$ cat src/rtl/mux8_rr_arbiter.sv
// Round-robin arbiter sharing one 8:1 single-bit mux among 8 requesters, with a per-grant hold limit.
// Optional MUX8_LOCK_EN adds a lock input that suppresses hold-limit rotation.
module mux8_rr_arbiter #(
    parameter int N_REQ    = 8,
    parameter int SEL_W    = 3,
    parameter int MAX_HOLD = 4
) (
    input  logic             clk,
    input  logic             rst,
`ifdef MUX8_LOCK_EN
    input  logic             lock,
`endif
    input  logic [N_REQ-1:0] req,
    input  logic [N_REQ-1:0] I,
    output logic [N_REQ-1:0] gnt,
    output logic             S0,
    output logic             S1,
    output logic             S2,
    output logic             busy,
    output logic             Out,
    output logic             out_valid
);

    // state   | meaning
    // ST_IDLE | no grant active, gnt/sel zero
    // ST_BUSY | one requester owns the mux
    typedef enum logic {ST_IDLE, ST_BUSY} state_t;

    localparam logic [3:0] HOLD_MAX = 4'(MAX_HOLD);

    state_t           r_state, w_state_nxt;
    logic [N_REQ-1:0] r_gnt, w_gnt_nxt;
    logic [SEL_W-1:0] r_sel, w_sel_nxt;
    logic [SEL_W-1:0] r_ptr, w_ptr_nxt;
    logic [3:0]       r_hold, w_hold_nxt;
    logic             r_out, r_valid;
    logic [N_REQ-1:0] w_others;
    logic [SEL_W-1:0] w_sel_p1;
    logic [SEL_W-1:0] w_win;
    logic             w_lock;

    // First set bit of v searching upward from start, wrapping modulo N_REQ.
    function automatic logic [SEL_W-1:0] rr_pick(input logic [N_REQ-1:0] v,
                                                 input logic [SEL_W-1:0] start);
        logic [SEL_W-1:0] w_best;
        logic [SEL_W-1:0] w_idx;
        w_best = '0;
        for (int k = N_REQ - 1; k >= 0; k--) begin
            w_idx = start + SEL_W'(k);
            if (v[w_idx]) w_best = w_idx;
        end
        return w_best;
    endfunction

`ifdef MUX8_LOCK_EN
    assign w_lock = lock;
`else
    assign w_lock = 1'b0;
`endif

    always_ff @(posedge clk) begin
        if (rst) begin
            r_state <= ST_IDLE;
            r_gnt   <= '0;
            r_sel   <= '0;
            r_ptr   <= '0;
            r_hold  <= '0;
            r_out   <= 1'b0;
            r_valid <= 1'b0;
        end else begin
            r_state <= w_state_nxt;
            r_gnt   <= w_gnt_nxt;
            r_sel   <= w_sel_nxt;
            r_ptr   <= w_ptr_nxt;
            r_hold  <= w_hold_nxt;
            r_out   <= (r_state == ST_BUSY) ? I[r_sel] : 1'b0;
            r_valid <= (r_state == ST_BUSY);
        end
    end

    always_comb begin
        w_state_nxt = r_state;
        w_gnt_nxt   = r_gnt;
        w_sel_nxt   = r_sel;
        w_ptr_nxt   = r_ptr;
        w_hold_nxt  = r_hold;
        w_others    = req & ~(N_REQ'(1) << r_sel);
        w_sel_p1    = r_sel + SEL_W'(1);
        w_win       = '0;

        case (r_state)
            ST_IDLE: begin
                if (req != '0) begin
                    w_win       = rr_pick(req, r_ptr);
                    w_state_nxt = ST_BUSY;
                    w_gnt_nxt   = N_REQ'(1) << w_win;
                    w_sel_nxt   = w_win;
                    w_hold_nxt  = 4'd1;
                end
            end
            ST_BUSY: begin
                if (!req[r_sel]) begin
                    w_ptr_nxt = w_sel_p1;
                    if (w_others != '0) begin
                        w_win      = rr_pick(w_others, w_sel_p1);
                        w_gnt_nxt  = N_REQ'(1) << w_win;
                        w_sel_nxt  = w_win;
                        w_hold_nxt = 4'd1;
                    end else begin
                        w_state_nxt = ST_IDLE;
                        w_gnt_nxt   = '0;
                        w_sel_nxt   = '0;
                        w_hold_nxt  = '0;
                    end
                end else if ((r_hold == HOLD_MAX) && (w_others != '0) && !w_lock) begin
                    w_win      = rr_pick(w_others, w_sel_p1);
                    w_ptr_nxt  = w_sel_p1;
                    w_gnt_nxt  = N_REQ'(1) << w_win;
                    w_sel_nxt  = w_win;
                    w_hold_nxt = 4'd1;
                end else begin
                    w_hold_nxt = (r_hold == HOLD_MAX) ? r_hold : r_hold + 4'd1;
                end
            end
            default: begin
                w_state_nxt = ST_IDLE;
                w_gnt_nxt   = '0;
                w_sel_nxt   = '0;
            end
        endcase
    end

    assign gnt       = r_gnt;
    assign S0        = r_sel[0];
    assign S1        = r_sel[1];
    assign S2        = r_sel[2];
    assign busy      = (r_state == ST_BUSY);
    assign Out       = r_out;
    assign out_valid = r_valid;

endmodule

$ cat config.mk
export PLATFORM = sky130hd
export DESIGN_NAME = mux8_rr_arbiter
export DESIGN_NICKNAME = d
export VERILOG_FILES = /design/src/rtl/mux8_rr_arbiter.sv
export SDC_FILE = /design/constraint.sdc
export NUM_CORES = 1
export LEC_CHECK = 0
export ABC_CLOCK_PERIOD_IN_PS = 6130
export CORE_ASPECT_RATIO = 1.25
export CORE_MARGIN = 2
export CORE_UTILIZATION = 69
export DETAILED_ROUTE_END_ITERATION = 16
export DONT_BUFFER_PORTS = 1
export GPL_ROUTABILITY_DRIVEN = 0
export PLACE_DENSITY = 0.86
export SLEW_MARGIN = 10
export SYNTH_ARGS = -nofsm -noshare
export SYNTH_HDL_FRONTEND = slang
export SYNTH_SLANG_ARGS = --single-unit
$ cat constraint.sdc
create_clock -name clk -period 6.13 [get_ports clk]
set_input_delay 0.3065 -clock clk [delete_from_list [all_inputs] [get_ports clk]]
set_output_delay 0.3065 -clock clk [all_outputs]
set_load 0.05 [all_outputs]
## Word-level counts from Yosys, hierarchy flattened

Cells that the tools add are included.
Widths: inputs -> output; s select.

| cells by class | value |
|---|---|
| reduce and logical (&&, ||, !) cells | 7 |
| equal/unequal tests | 5 |
| mux-type cells | 82 |
| shift operators | 4 |
| bitwise logic cells | 3 |
| $lt $le $gt $ge | 17 |
| $add $sub $neg | 16 |

Operator list:

| cell | count |
|---|---|
| $mux 3 | 30 |
| $lt 3x4->1 const B | 17 |
| $bmux 1 s3 | 18 |
| $mux 8 | 4 |
| $shl 1x3->8 const A | 4 |
| $add 3x3->3 const B | 8 |
| $mux 1 | 22 |
| $mux 4 | 4 |
| $pmux 8 s2 | 1 |
| $reduce_bool 8->1 | 2 |
| $add 3x2->3 const B | 4 |
| $add 3x1->3 const B | 3 |
| $and 8x8->8 | 1 |
| $not 8->8 | 1 |
| $pmux 4 s2 | 1 |
| $pmux 3 s2 | 1 |
| $reduce_and 2->1 | 3 |
| $add 4x1->4 const B | 1 |
| $eq 4x3->1 const B | 1 |
| $ne 4x3->1 const B | 1 |
| $ne 3x2->1 const B | 1 |
| $ne 2x1->1 const B | 1 |
| $ne 2x2->1 const B | 1 |
| $pmux 1 s2 | 1 |
| 3 further kinds | 3 |

| word-level totals | value |
|---|---|
| word-level logic and storage cells | 141 |
| register bits | 21 |
| input port bits | 18 |
| output and inout bits | 14 |

## Logic depth before layout (Yosys ltp)

Gate-level depths: netlist (run 1).

| depth | value |
|---|---|
| depth after elaboration | 20 |
| gate-level depth with buffers | 15 |
| mapped depth without buffers | 11 |

## Least setup slack after synthesis (run 1)

Ideal clock, no wire load.

| timing path | value |
|---|---|
| kind | flip-flop to flip-flop |
| start point | register r_sel[0] |
| end point | register r_sel[1] |
| slack | 2242 ps |
| setup time | 86 ps |
| cell stages (with the launch flop) | 15 |
| data arrival time | 3803 ps |
| data required time | 6044 ps |
| buffers on the path | 3 |
| clock period less this slack | 3888 ps |
| path through | dfxtp_1 -> buf_6 -> buf_6 -> inv_2 -> ha_1 -> buf_2 -> xnor2_2 -> nor2_1 -> a22o_1 -> or4_1 -> nand4_1 -> a21oi_1 -> a211oi_4 -> a22oi_1 -> a211oi_1 |

| between the ends | value |
|---|---|
| elaborated cells between the ends (all ways) | 51 |
| those cells by class | add/sub: 8; eq/ne: 1; shift: 1; mux: 36; bitwise: 2; reduce/logical: 3 |

RTL lines:

| item | RTL line | text |
|---|---|---|
| start, declared | 33 | `logic [SEL_W-1:0] r_sel, w_sel_nxt;` |
| start signal, assigned | 73 | `r_sel <= w_sel_nxt;` |
| $add 3x1->3 (*) | 88 | `w_sel_p1 = r_sel + SEL_W'(1);` |
| net w_sel_p1[0] | 38 | `logic [SEL_W-1:0] w_sel_p1;` |
| $add 3x3->3 | 49 | `w_idx = start + SEL_W'(k);` |
| $bmux 1 s3 | 50 | `if (v[w_idx]) w_best = w_idx;` |
| $mux 1 (implied by the code) | 50 |  |
| $mux 3 (7 in series) | 50 |  |
| $mux 3 (*) | 50 |  |
| $mux 3, on equally long branches | 104, 115 |  |
| $mux 3 | 102 | `if (!req[r_sel]) begin` |
| $mux 3 | 91 | `case (r_state)` |
| $mux 3, on equally long branches | 104, 115 |  |
| $mux 3 (*) | 102 |  |
| $pmux 3 s2 (*) | 91 |  |

Mark *: on every way through the listed nets, which the timed path passes. The rest lies on a longest branch. The select of a mux whose other input is x is not followed.
A chain may end at the register's enable or synchronous reset.

## Worst setup path after layout (run 1)

Same ends and word-level chain as after synthesis.

==> out/qor.yml, run 1 <==
die_x_um: 65.8
vias: 3170
layout-drive-gt1-share_pct: 14.2
leakage_uw: 0.00124
final_cell_mix: "40 x nand2_1, 36 x nor2_1, 23 x mux2i_1"
synth_fp_nets: 432
relSlewSlack_pct: 35.0
drt_drc_violations_left: 0
wl_um: 8420
cts_tree: "yes"
final_common_cell: "nand2_1"
clock_latency_ps: 260
design_area_um2: 3280
hp-start: "rst"
post_synth.cell_area_avg_um2: 8.20
detail-route-antenna-nets: 0
ctsHoldBuffers: 0
antenna_found_initial: 0
num_io_pins: 32
cts-resized-gates: 0
areaGrowthSynthToFinish_pct: -0.380
critPathCaptureType: "register"
postSynthCellCount: 402
powerDensity_nw_per_um2: 597
synthFlopType: "dfxtp_1"
synth_cell_types: 81
syn_area_um2: 3300
port_buffers: 0
min_to: "r_sel[1]$_SDFFE_PP0P_"
cap_viol_max_count: 0
start_kind: "register"
placed_area_um2: 3240
vdd_drop_max_mv: 0.397
slew_violations: 0
initial_core_util_pct: 70.7
path_clk_slew_ps: 80
regToRegEndpoint: "r_sel[1]$_SDFFE_PP0P_"
synth_edf_count: 0
finalCritPeriodShare_pct: 68.0
worst_slew_pin_slew_ps: 975
fin_tns_setup_ps: 0
core_area_um2: 4660
critPathMaxFanout: 17
fin_nets: 411
status: "finished clean"
yosys_warnings: 0
grt_first_pass_wirelength_um: 13600
dp_hpwl_um: 6150
r2r_cells: 11
worstPathCellList: "inv_2, ha_1, xnor2_2, nor2_1, a22o_1, or4_1, nand4_1, a21oi_1, a211oi_4, a22oi_1, a211oi_1"
grt_max_degree: 28
hold_path.class: "in -> reg"
cts.sinks: 21
post-cts-setup-buffers: 0
hold_viol_final: 0
cts-root-buf: "clkbuf_8"
placement_rows: 28
grt_pass1_vias: 2874
setup_viol: 0
cts_buffer_depth: 2
synthArstFlopShare_pct: 0
timing.rr.start: "r_sel[0]$_SDFFE_PP0P_"
crit_required_ps: 6310
ys_ff_latch: 21
skew_ps: 4.89
firstDrtPassIters: 5
cpPeakStageDelay_ps: 680
first_iter_violations: 278
rsz0062_at_grt: "no"
avgViaCountPerCell: 7.20
dieArea_um2: 5350
fillers: 376
post-route-min-period_ps: 4170
ff2ff_setup_slack_ps: 1960
cp_slowest_cell: "dfxtp_2"
htree_levels: 1
path_class: "reg -> reg"
min_path_cells: 1
synth_seq_area_share_pct: 12.8
max_freq_mhz: 240
wl_per_cell_um: 19.1
grt-ovfl-total: 0
numCtsBuffers: 3
groute.usage.overall_pct: 31.9
cp.arrival_ps: 4350
die_h_um: 81.3
num_antenna_cells: 0
==> synth_stat cells (all sizes together), types with 12 or more instances <==
master / n / area (um^2)
mux2i: 23 / 230
clkbuf: 13 / 48.8
mux2: 14 / 158
a21oi: 12 / 60.1
dfxtp: 21 / 420
nor2: 36 / 135
mux4: 15 / 342
nand2: 40 / 150
buf: 17 / 116
inv: 17 / 63.8
o21ai: 15 / 78.8
ha: 12 / 150
==> critical path: cells and delay by family, from the launching register on <==
| kind | cells | cell delay [ps] |
|---|---|---|
| flops | 1 | 680 |
| buf+inv | 1 | 210 |
| simple gates | 3 | 750 |
| xor+xnor | 1 | 600 |
| fa+ha+maj | 1 | 610 |
| compound gates | 5 | 1210 |
==> cell families after synthesis <==
family	synth area share [%]
and+or+nand+nor	22.7
adders and majority gates	4.56
muxes	22.1
buffers and inverters	7.06
xor gates and xnor gates	3.72
AOI/OAI and AO/OA	27.1
DFF	12.8
==> sequential cells by signal, indices dropped and copies added (netlist names) <==
name	cells
r_sel	3
r_ptr	3
Out	1
out_valid	1
busy	1
gnt	8
r_hold	4
==> report_power, final <==
part | internal [uW] | switching (uW)
Combinational | 663 | 917
Sequential | 171 | 120
Clock | 45.2 | 44.6
Total | 879 | 1080
==> metal layers <==
metal	wire length [um]	share of wire [%]	vias up	global-route usage, %
met5	0	0	-	0
met4	343	4.1	0	14.8
li1	-	-	1486	-
met2	4230	50	142	55.3
met3	439	5.2	34	2.22
met1	3400	40	1508	40.1
==> worst max-delay path by stage <==
stage                                     start                     to  slack (ps)  cells after the start
after global placement    r_sel[0]$_SDFFE_PP0P_    gnt[0]$_SDFFE_PP0P_        2090                     10
after floorplan           r_sel[0]$_SDFFE_PP0P_  r_sel[1]$_SDFFE_PP0P_        2240                     14
final                     r_sel[0]$_SDFFE_PP0P_  r_sel[1]$_SDFFE_PP0P_        1960                     11
after global routing      r_sel[0]$_SDFFE_PP0P_  r_sel[1]$_SDFFE_PP0P_        1680                     11
after CTS                 r_sel[0]$_SDFFE_PP0P_  r_sel[1]$_SDFFE_PP0P_        2060                     11
after detailed placement  r_sel[0]$_SDFFE_PP0P_  r_sel[1]$_SDFFE_PP0P_        2080                     11
==> stage by stage <==
stage / utilization (%) / hold WS [ps] / worst slack (ps) / total power, uW / std cells
4_1_cts: 70.5 / 103 / 2060 / 1920 / 440
3_5_place_dp: 69.5 / 375 / 2080 / 1830 / 436
6_report: 70.5 / 108 / 1960 / 1960 / 440
2_1_floorplan: - / 470 / 2240 / 1590 / 402
3_3_place_gp: 69.5 / 378 / 2090 / 1790 / 436
5_1_grt: 70.5 / 100 / 1680 / 2120 / 440
==> cell type report <==
class / instances / area, um^2 / area share [%]
Inverter: 18 / 67.6 / 2.06
Sequential cell: 21 / 422 / 12.8
Clock inverter: 1 / 5.00 / 0.152
Timing Repair Buffer: 4 / 30.0 / 0.915
Clock buffer: 3 / 41.3 / 1.26
Multi-Input combinational cell: 333 / 2640 / 80.5
Tap cell: 60 / 75.1 / 2.29
No activity file was read; power rests on OpenSTA's default activity.
==> run 2: changes to the inputs <==
Settings changed: ABC_AREA set to 1, ABC_CLOCK_PERIOD_IN_PS 6130 to 3700, CORE_UTILIZATION 69 to 59, PLACE_DENSITY 0.86 to 0.79.
Clock period 6.13 ns to 3.7 ns, I/O delays scaled along.
==> run 2 against run 1 <==
Synthesized area is 22% lower. Die area is 8.5% lower. Clock-buffer cell count stayed put. Setup slack worse by 1300 ps. Global-route usage is 1.3 points lower. Non-clock buffer count is 3 higher. Clock skew is 0.73 ps higher. Sequential cell count stayed put. Maximum frequency is 38% higher. Core utilization is 6.0 points lower. Critical path depth is 10 higher. Critical endpoint is now gnt[6]$_SDFFE_PP0P_. Highest routed layer unchanged.
==> out/qor.yml, run 2 <==
status: "finished clean"
wl_per_cell_um: 13.7  # -28%
critPathCaptureType: "register"
drt_drc_violations_left: 0  # unchanged
synth_top_area_share_pct: 21.6  # +8.9 points
cpPeakStageDelay_ps: 460  # -220 ps
path_class: "reg -> reg"
grt-ovfl-total: 0  # unchanged
skew_ps: 5.62  # +0.731 ps
worst_slew_pin_slew_ps: 708  # -267 ps
wl_um: 7200  # -14%
startpoint: "r_sel[0]$_SDFFE_PP0P_"
initial_core_util_pct: 62.1  # -8.6 points
ff2ff_setup_slack_ps: 680  # -1280 ps
yosysTopAreaCell: "nand2_1"
num_io_pins: 32  # unchanged
htree_levels: 1  # unchanged
finalCritPeriodShare_pct: 81.6  # +14 points
final_cell_mix: "148 x nand2_1, 84 x nand3_1, 53 x inv_1"
synthArstFlopShare_pct: 0  # unchanged
hold_viol_final: 0  # unchanged
critPathMaxFanout: 8  # -9
crit_top_cell: "nand2_1"
rsz0062_at_grt: "no"
slew_violations: 0  # unchanged
synth_top_family_by_area: "simple AND/OR/NAND/NOR gates"
first_iter_violations: 270  # -2.9%
endpoint: "gnt[6]$_SDFFE_PP0P_"
num_antenna_cells: 0  # unchanged
crit_required_ps: 3860  # -2450 ps
synth_fa_ha_area_share_pct: 5.85  # +1.3 points
synthFlopType: "dfxtp_1"
port_buffers: 0  # unchanged
die_x_um: 63.0  # -4.3%
synth_cell_types: 31  # -62%
synth_fp_nets: 499  # +16%
grt_pass1_vias: 2755  # -4.1%
postSynthCellCount: 469  # +17%
synthSimpleGateAreaFrac_pct: 49.5  # +27 points
fillers: 416  # +11%
hold_path.class: "in -> reg"
firstDrtPassIters: 5  # unchanged
clock_latency_ps: 270  # about the same
die_h_um: 77.7  # -4.3%
path_depth: 21  # +10
yosys-top-cells-area: "nand2_1 22%, dfxtp_1 16%, nand3_1 16%, inv_1 7.8%, nor2_1 6.1%"
groute.usage.overall_pct: 30.6  # -1.3 points
cpLargestDelayFamily: "simple AND/OR/NAND/NOR gates"
vias: 3003  # -5.3%
antenna_found_initial: 0  # unchanged
core_area_um2: 4130  # -11%
cts.sinks: 21  # unchanged
dp_hpwl_um: 5710  # -7.2%
setup_slack_ps: 681  # -1280 ps
timing.rr.start: "r_sel[0]$_SDFFE_PP0P_"
grt_max_degree: 20  # -29%
cts_buffer_depth: 2  # unchanged
synth_edf_count: 0  # unchanged
yosys.area_share.xor_xnor_pct: 2.73  # -0.99 points
post-cts-setup-buffers: 0  # unchanged
syn_area_um2: 2570  # -22%
detail-route-antenna-nets: 0  # unchanged
largest_reg_flops: 8  # unchanged
cp.arrival_ps: 3180  # -1170 ps
relSlewSlack_pct: 52.8  # +18 points
post_synth.cell_area_avg_um2: 5.47  # -33%
fin_tns_setup_ps: 0  # unchanged
yosys-top-cells-count: "148 x nand2_1, 84 x nand3_1, 53 x inv_1"
regToRegEndpoint: "gnt[6]$_SDFFE_PP0P_"
pre_cts_ws_ps: 779  # -1300 ps
cts-resized-gates: 0  # unchanged
synth_mux_area_share_pct: 0  # -22 points
dieArea_um2: 4900  # -8.5%
path_buf_inv: 3  # +2
synth.most_common_cell: "nand2_1"
cp_slowest_cell: "xnor2_1"
post-route-min-period_ps: 3020  # -1150 ps
cap_viol_max_count: 0  # unchanged
cts-root-buf: "clkbuf_8"
worstPathCellList: "buf_4, ha_1, ha_1, xnor2_1, inv_1, nand3_2, nand2_1, inv_1, nand2_1, nand2_1, nand2_1, nand2_1, nand2_1, nand2_1, nand2_1, nand2_1, nand2_1, nand2_1, nor2_1, nor2_1, nor2_1"
ys_ff_latch: 21  # unchanged
layout-drive-gt1-share_pct: 7.25  # -7.0 points
hold_slack_ps: 181  # +72.4 ps
areaGrowthSynthToFinish_pct: 3.80
yosys_warnings: 0  # unchanged
cts_tree: "yes"
ctsHoldBuffers: 1  # +1
start_kind: "register"
r2r_cells: 21  # +10
max_freq_mhz: 331  # +38%
final_common_cell: "nand2_1"
grt_first_pass_wirelength_um: 12100  # -11%
numCtsBuffers: 3  # unchanged
synth_compound_area_share_pct: 13.7  # -13 points
setup_viol: 0  # unchanged
synth_seq_area_share_pct: 16.4  # +3.6 points
fin_nets: 500  # +22%
path_clk_slew_ps: 80  # about the same
placement_rows: 26  # -7.1%
avgViaCountPerCell: 5.72  # -21%
-- run 2: how the worst min path moves through the flow --
stage,from,endpoint,depth (start not counted)
6_report,I[1],Out$_SDFF_PP0_,2
5_1_grt,I[1],Out$_SDFF_PP0_,2
4_1_cts,I[1],Out$_SDFF_PP0_,2
3_5_place_dp,rst,busy$_SDFF_PP0_,1
3_3_place_gp,rst,busy$_SDFF_PP0_,1
2_1_floorplan,rst,busy$_SDFF_PP0_,1
-- run 2: layout make-up --
class / count / area (um^2) / share of cell area [%]
multi-input combinational: 376 / 1840 / 69.1
sequential: 21 / 420 / 15.8
inverter: 61 / 231 / 8.69
tap: 56 / 70.1 / 2.63
timing repair buffer: 7 / 55.1 / 2.07
clock buffer: 3 / 41.3 / 1.55
clock inverter: 1 / 5.00 / 0.188
-- run 2: logic make-up (layout without fill, tap and decap cells) --
family                   after synthesis  count (layout)
AO/OA/AOI/OAI                         63              63
adder cells (fa/ha/maj)               12              12
AND/OR/NAND/NOR                      293             293
XOR/XNOR                               8               8
flip-flops                            21              21
buffers and inverters                 72              72
-- run 2: metal layers --
layer  up-vias  GRT usage, %  wire, um
met3        35          2.90       449
met1      1332          33.9      2760
met2       113          56.3      3640
met4         0          17.6       352
met5         -             0         0
li1       1523             -         -
-- run 2: through the flow --
| step | cells | utilization (%) | area (um^2) |
|---|---|---|---|
| floorplan | 469 | - | 2570 |
| global placement | 520 | 63.1 | 2610 |
| detailed placement | 520 | 63.1 | 2610 |
| CTS | 525 | 64.5 | 2660 |
| global route | 525 | 64.5 | 2660 |
| finish | 525 | 64.5 | 2660 |
Power of run 2 is not shown: default switching activity piles up to over one toggle a cycle in this logic, so the estimate is an artifact.
==> run 3: changes to the inputs <==
Settings changed: ABC_AREA 1 to 0, ABC_CLOCK_PERIOD_IN_PS 3700 to 2900, CORE_UTILIZATION 59 to 66, PLACE_DENSITY 0.79 to 0.83.
Clock period 3.7 ns to 2.9 ns, I/O delays scaled along.
==> run 3 against run 2 <==
The run now fails in 5_1_grt. Synthesized cell count decreased by 14%. Synthesized area increased by 28%.
==> out/qor.yml, run 3 <==
status: "did not finish"
stop_stage: "5_1_grt"
error: "[ERROR GRT-0232] Routing congestion too high. Check the congestion heatmap in the GUI."
synth_top_family_by_area: "compound AO/OA/AOI/OAI gates"
synth_seq_area_share_pct: 12.8  # -3.6 points
synth_fp_nets: 432  # -13%
synthArstFlopShare_pct: 0  # unchanged
synthFlopType: "dfxtp_1"
yosys-top-cells-area: "dfxtp_1 13%, mux4_2 9.6%, mux2i_1 7.0%, ha_1 4.6%, nand2_1 4.6%"
cts-root-buf: "clkbuf_8"
synth.most_common_cell: "nand2_1"
cts_buffer_depth: 2  # unchanged
htree_levels: 1  # unchanged
synth_edf_count: 0  # unchanged
post_synth.cell_area_avg_um2: 8.20  # +50%
synthSimpleGateAreaFrac_pct: 22.7  # -27 points
synth_mux_area_share_pct: 22.1  # +22 points
placement_rows: 28  # +7.7%
synth_cell_types: 81  # +160%
port_buffers: 0  # unchanged
postGrtWorstEndpoint: "gnt[4]$_SDFFE_PP0P_/D"
grt-ovfl-total: 478
placed_cells: 518  # -0.38%
yosys-top-cells-count: "40 x nand2_1, 36 x nor2_1, 23 x mux2i_1"
cts.sinks: 21  # unchanged
grt_max_degree: 22
synth_fa_ha_area_share_pct: 4.56  # -1.3 points
numCtsBuffers: 3  # unchanged
die_x_um: 67.2  # +6.7%
yosys.area_share.xor_xnor_pct: 3.72  # +0.99 points
dp_hpwl_um: 7950  # +39%
syn_area_um2: 3300  # +28%
yosys_warnings: 0  # unchanged
synth_compound_area_share_pct: 27.1  # +13 points
worst-ep-kind: "register input"
num_io_pins: 32  # unchanged
die_h_um: 83.0  # +6.8%
postSynthCellCount: 402  # -14%
synth_top_area_share_pct: 12.8  # -8.9 points
yosysTopAreaCell: "dfxtp_1"
ys_ff_latch: 21  # unchanged
groute.usage.overall_pct: 98.7
initial_core_util_pct: 69.2  # +7.1 points
## run 3: cell count changes after synthesis, moves of 10 or more
cell and delta:
a21oi_1 -15, mux4_2 +14, nand3_1 -78, mux2i_1 +23
nand2_1 -108, nor2b_1 +10, inv_1 -37, o21ai_0 -11
nand2b_1 +11, mux2_2 +12, clkbuf_1 +12
## run 3: through the flow
step	setup slack (ps)	utilization, %	instance area, um^2	hold WS [ps]
floorplan	-346	-	3470	334
detailed placement	-264	84.1	4010	213
global placement	-116	84.1	4010	212
CTS	-184	91.5	4360	-66.5
## run 3: metal layers
metal | GRT overflow | global-route usage [%]
met4 | 118 | 109
met5 | 0 | 16.7
met2 | 353 | 127
met3 | 3 | 71.8
met1 | 4 | 90.8
## run 3: kinds of logic after synthesis
logic type	count (synthesis)
fa+ha+maj	12
buf+inv	48
compound gates	111
mux	52
simple gates	147
xor+xnor	11
flops	21
## run 3: timing repair
item	in CTS
resized for setup	47
endpoints found under the setup margin	11
pin swaps	24
endpoints found under the hold margin	16
hold buffers	2
buffers inserted	13
==> run 4: changes to the inputs <==
Settings changed: CORE_ASPECT_RATIO 1.25 to unset, CORE_UTILIZATION 66 to 40, PLACE_DENSITY 0.83 to unset, PLACE_DENSITY_LB_ADDON set to 0.15.
==> run 4 against run 3 <==
The flow now finishes, with violations (negative hold slack, negative setup slack).
==> out/qor.yml, run 4 (same netlist as run 1, synthesis figures left out) <==
ff2ff_setup_slack_ps: -100
skew_ps: 2.97
post-route-min-period_ps: 3000
dieArea_um2: 8980
hold_path.class: "in -> reg"
vias: 3577
ctsHoldBuffers: 3  # +1
numCtsBuffers: 3  # unchanged
setup_slack_ps: -95.9
grt_first_pass_wirelength_um: 16900
path_class: "reg -> reg"
num_antenna_cells: 0
dp_hpwl_um: 7630  # -4.0%
final_common_cell: "buf_4"
clkPwrFrac_pct: 3.0
power.internal_uw: 3500
utilization_pct: 59.8
finalCritPeriodShare_pct: 103
areaGrowthSynthToFinish_pct: 46.8
powerDensity_nw_per_um2: 1330
start_kind: "register"
cts_tree: "yes"
hold_viol_final: 13
path_clk_slew_ps: 80
core_area_um2: 8090
worst_slew_pin_slew_ps: 541
initial_core_util_pct: 40.7  # -28 points
htree_levels: 1  # unchanged
wl_per_cell_um: 17.3
violations: "negative hold slack, negative setup slack"
final_cell_mix: "106 x buf_4, 39 x nand2_1, 33 x nor2_1"
status: "complete, but fails checks"
die_x_um: 94.8  # +41%
fin_nets: 532
placement_rows: 33  # +18%
num_io_pins: 32  # unchanged
grt-ovfl-total: 0
hold_slack_ps: -63.5
setup_viol: 9
layout-drive-gt1-share_pct: 47.7
pre_cts_ws_ps: -321  # -56.7 ps
port_buffers: 0  # unchanged
cts_buffer_depth: 2  # unchanged
leakage_uw: 0.00195
firstDrtPassIters: 4
grt_max_degree: 22
critPathMaxFanout: 6
seqPwrFrac_pct: 8.8
first_iter_violations: 208
wl_um: 10500
crit_required_ps: 3080
combPwrFrac_pct: 88.2
clock_latency_ps: 260
die_h_um: 94.8  # +14%
relSlewSlack_pct: 63.5
rsz0062_at_grt: "yes"
detail-route-antenna-nets: 0
cap_viol_max_count: 0
largest_reg_flops: 8
drt_drc_violations_left: 0
switching_share_pct: 45.8
switchingPower_uw: 2960
avgViaCountPerCell: 5.90
max_freq_mhz: 334
cts.sinks: 21  # unchanged
grt_pass1_vias: 3428
slew_violations: 0
groute.usage.overall_pct: 23.7
vdd_drop_max_mv: 0.698
critPathCaptureType: "register"
antenna_found_initial: 0
cp.arrival_ps: 3170
cts-root-buf: "clkbuf_8"
## run 4: path summary, 6_finish.rpt
check	from	end	cells after the start
worst min-delay path	rst	gnt[1]$_SDFFE_PP0P_	1
worst min register to register	r_hold[3]$_SDFFE_PP0P_	r_hold[3]$_SDFFE_PP0P_	2
worst max register to register	r_sel[0]$_SDFFE_PP0P_	gnt[0]$_SDFFE_PP0P_	13
worst max-delay path	r_sel[0]$_SDFFE_PP0P_	gnt[0]$_SDFFE_PP0P_	13
## run 4: layout make-up
| cell class | instances | area [um^2] |
|---|---|---|
| clock buffer | 3 | 41.3 |
| multi-input combinational | 333 | 3090 |
| fill | 723 | 3250 |
| inverter | 18 | 76.3 |
| tap | 105 | 131 |
| sequential | 21 | 434 |
| clock inverter | 1 | 5.00 |
| timing repair buffer | 125 | 1060 |
## run 4: worst max-delay path, stage by stage, from the launching register on
cell and delay, ps:
dfxtp_4 370, buf_12 140, inv_8 80, ha_2 190
nand2b_1 80, buf_4 160, a22o_1 220, mux4_2 510
a211oi_2 210, o2111ai_2 150, o311a_4 180, nor2b_2 140
or2b_1 240, a311oi_1 240
## run 4: metrics by stage
step	instances	area, um^2	setup TNS [ps]	total power, uW	hold slack, ps
floorplan	402	3470	-1990	3660	334
finish	606	4840	-522	6460	-63.5
global route	606	4840	-1920	6910	-76.1
detailed placement	577	4160	-2410	5230	212
global placement	577	4160	-1930	5210	210
CTS	600	4590	-501	6080	-70.1
## run 4: metal layers
| metal | vias up | wire, um | GRT usage (%) |
|---|---|---|---|
| li1 | 1732 | - | - |
| met1 | 1754 | 4700 | 33.5 |
| met2 | 83 | 5120 | 39.4 |
| met3 | 8 | 594 | 2.15 |
| met4 | 0 | 87 | 5.19 |
| met5 | - | 0 | 0 |
## run 4: power by group through the flow
| stage | clock network (uW) | logic [uW] | registers, uW |
|---|---|---|---|
| 2_1_floorplan | 0 | 3030 | 624 |
| 3_3_place_gp | 0 | 4650 | 557 |
| 3_5_place_dp | 0 | 4680 | 555 |
| 4_1_cts | 200 | 5320 | 563 |
| 5_1_grt | 211 | 6120 | 575 |
| 6_report | 195 | 5700 | 565 |
## run 4: timing repair
item                                    CTS  global route
gates cloned                              1             0
endpoints found under the hold margin    16            13
gates resized for setup                  51            41
endpoints found under the setup margin   11            12
pin swaps                                27            21
buffers inserted                         15             6
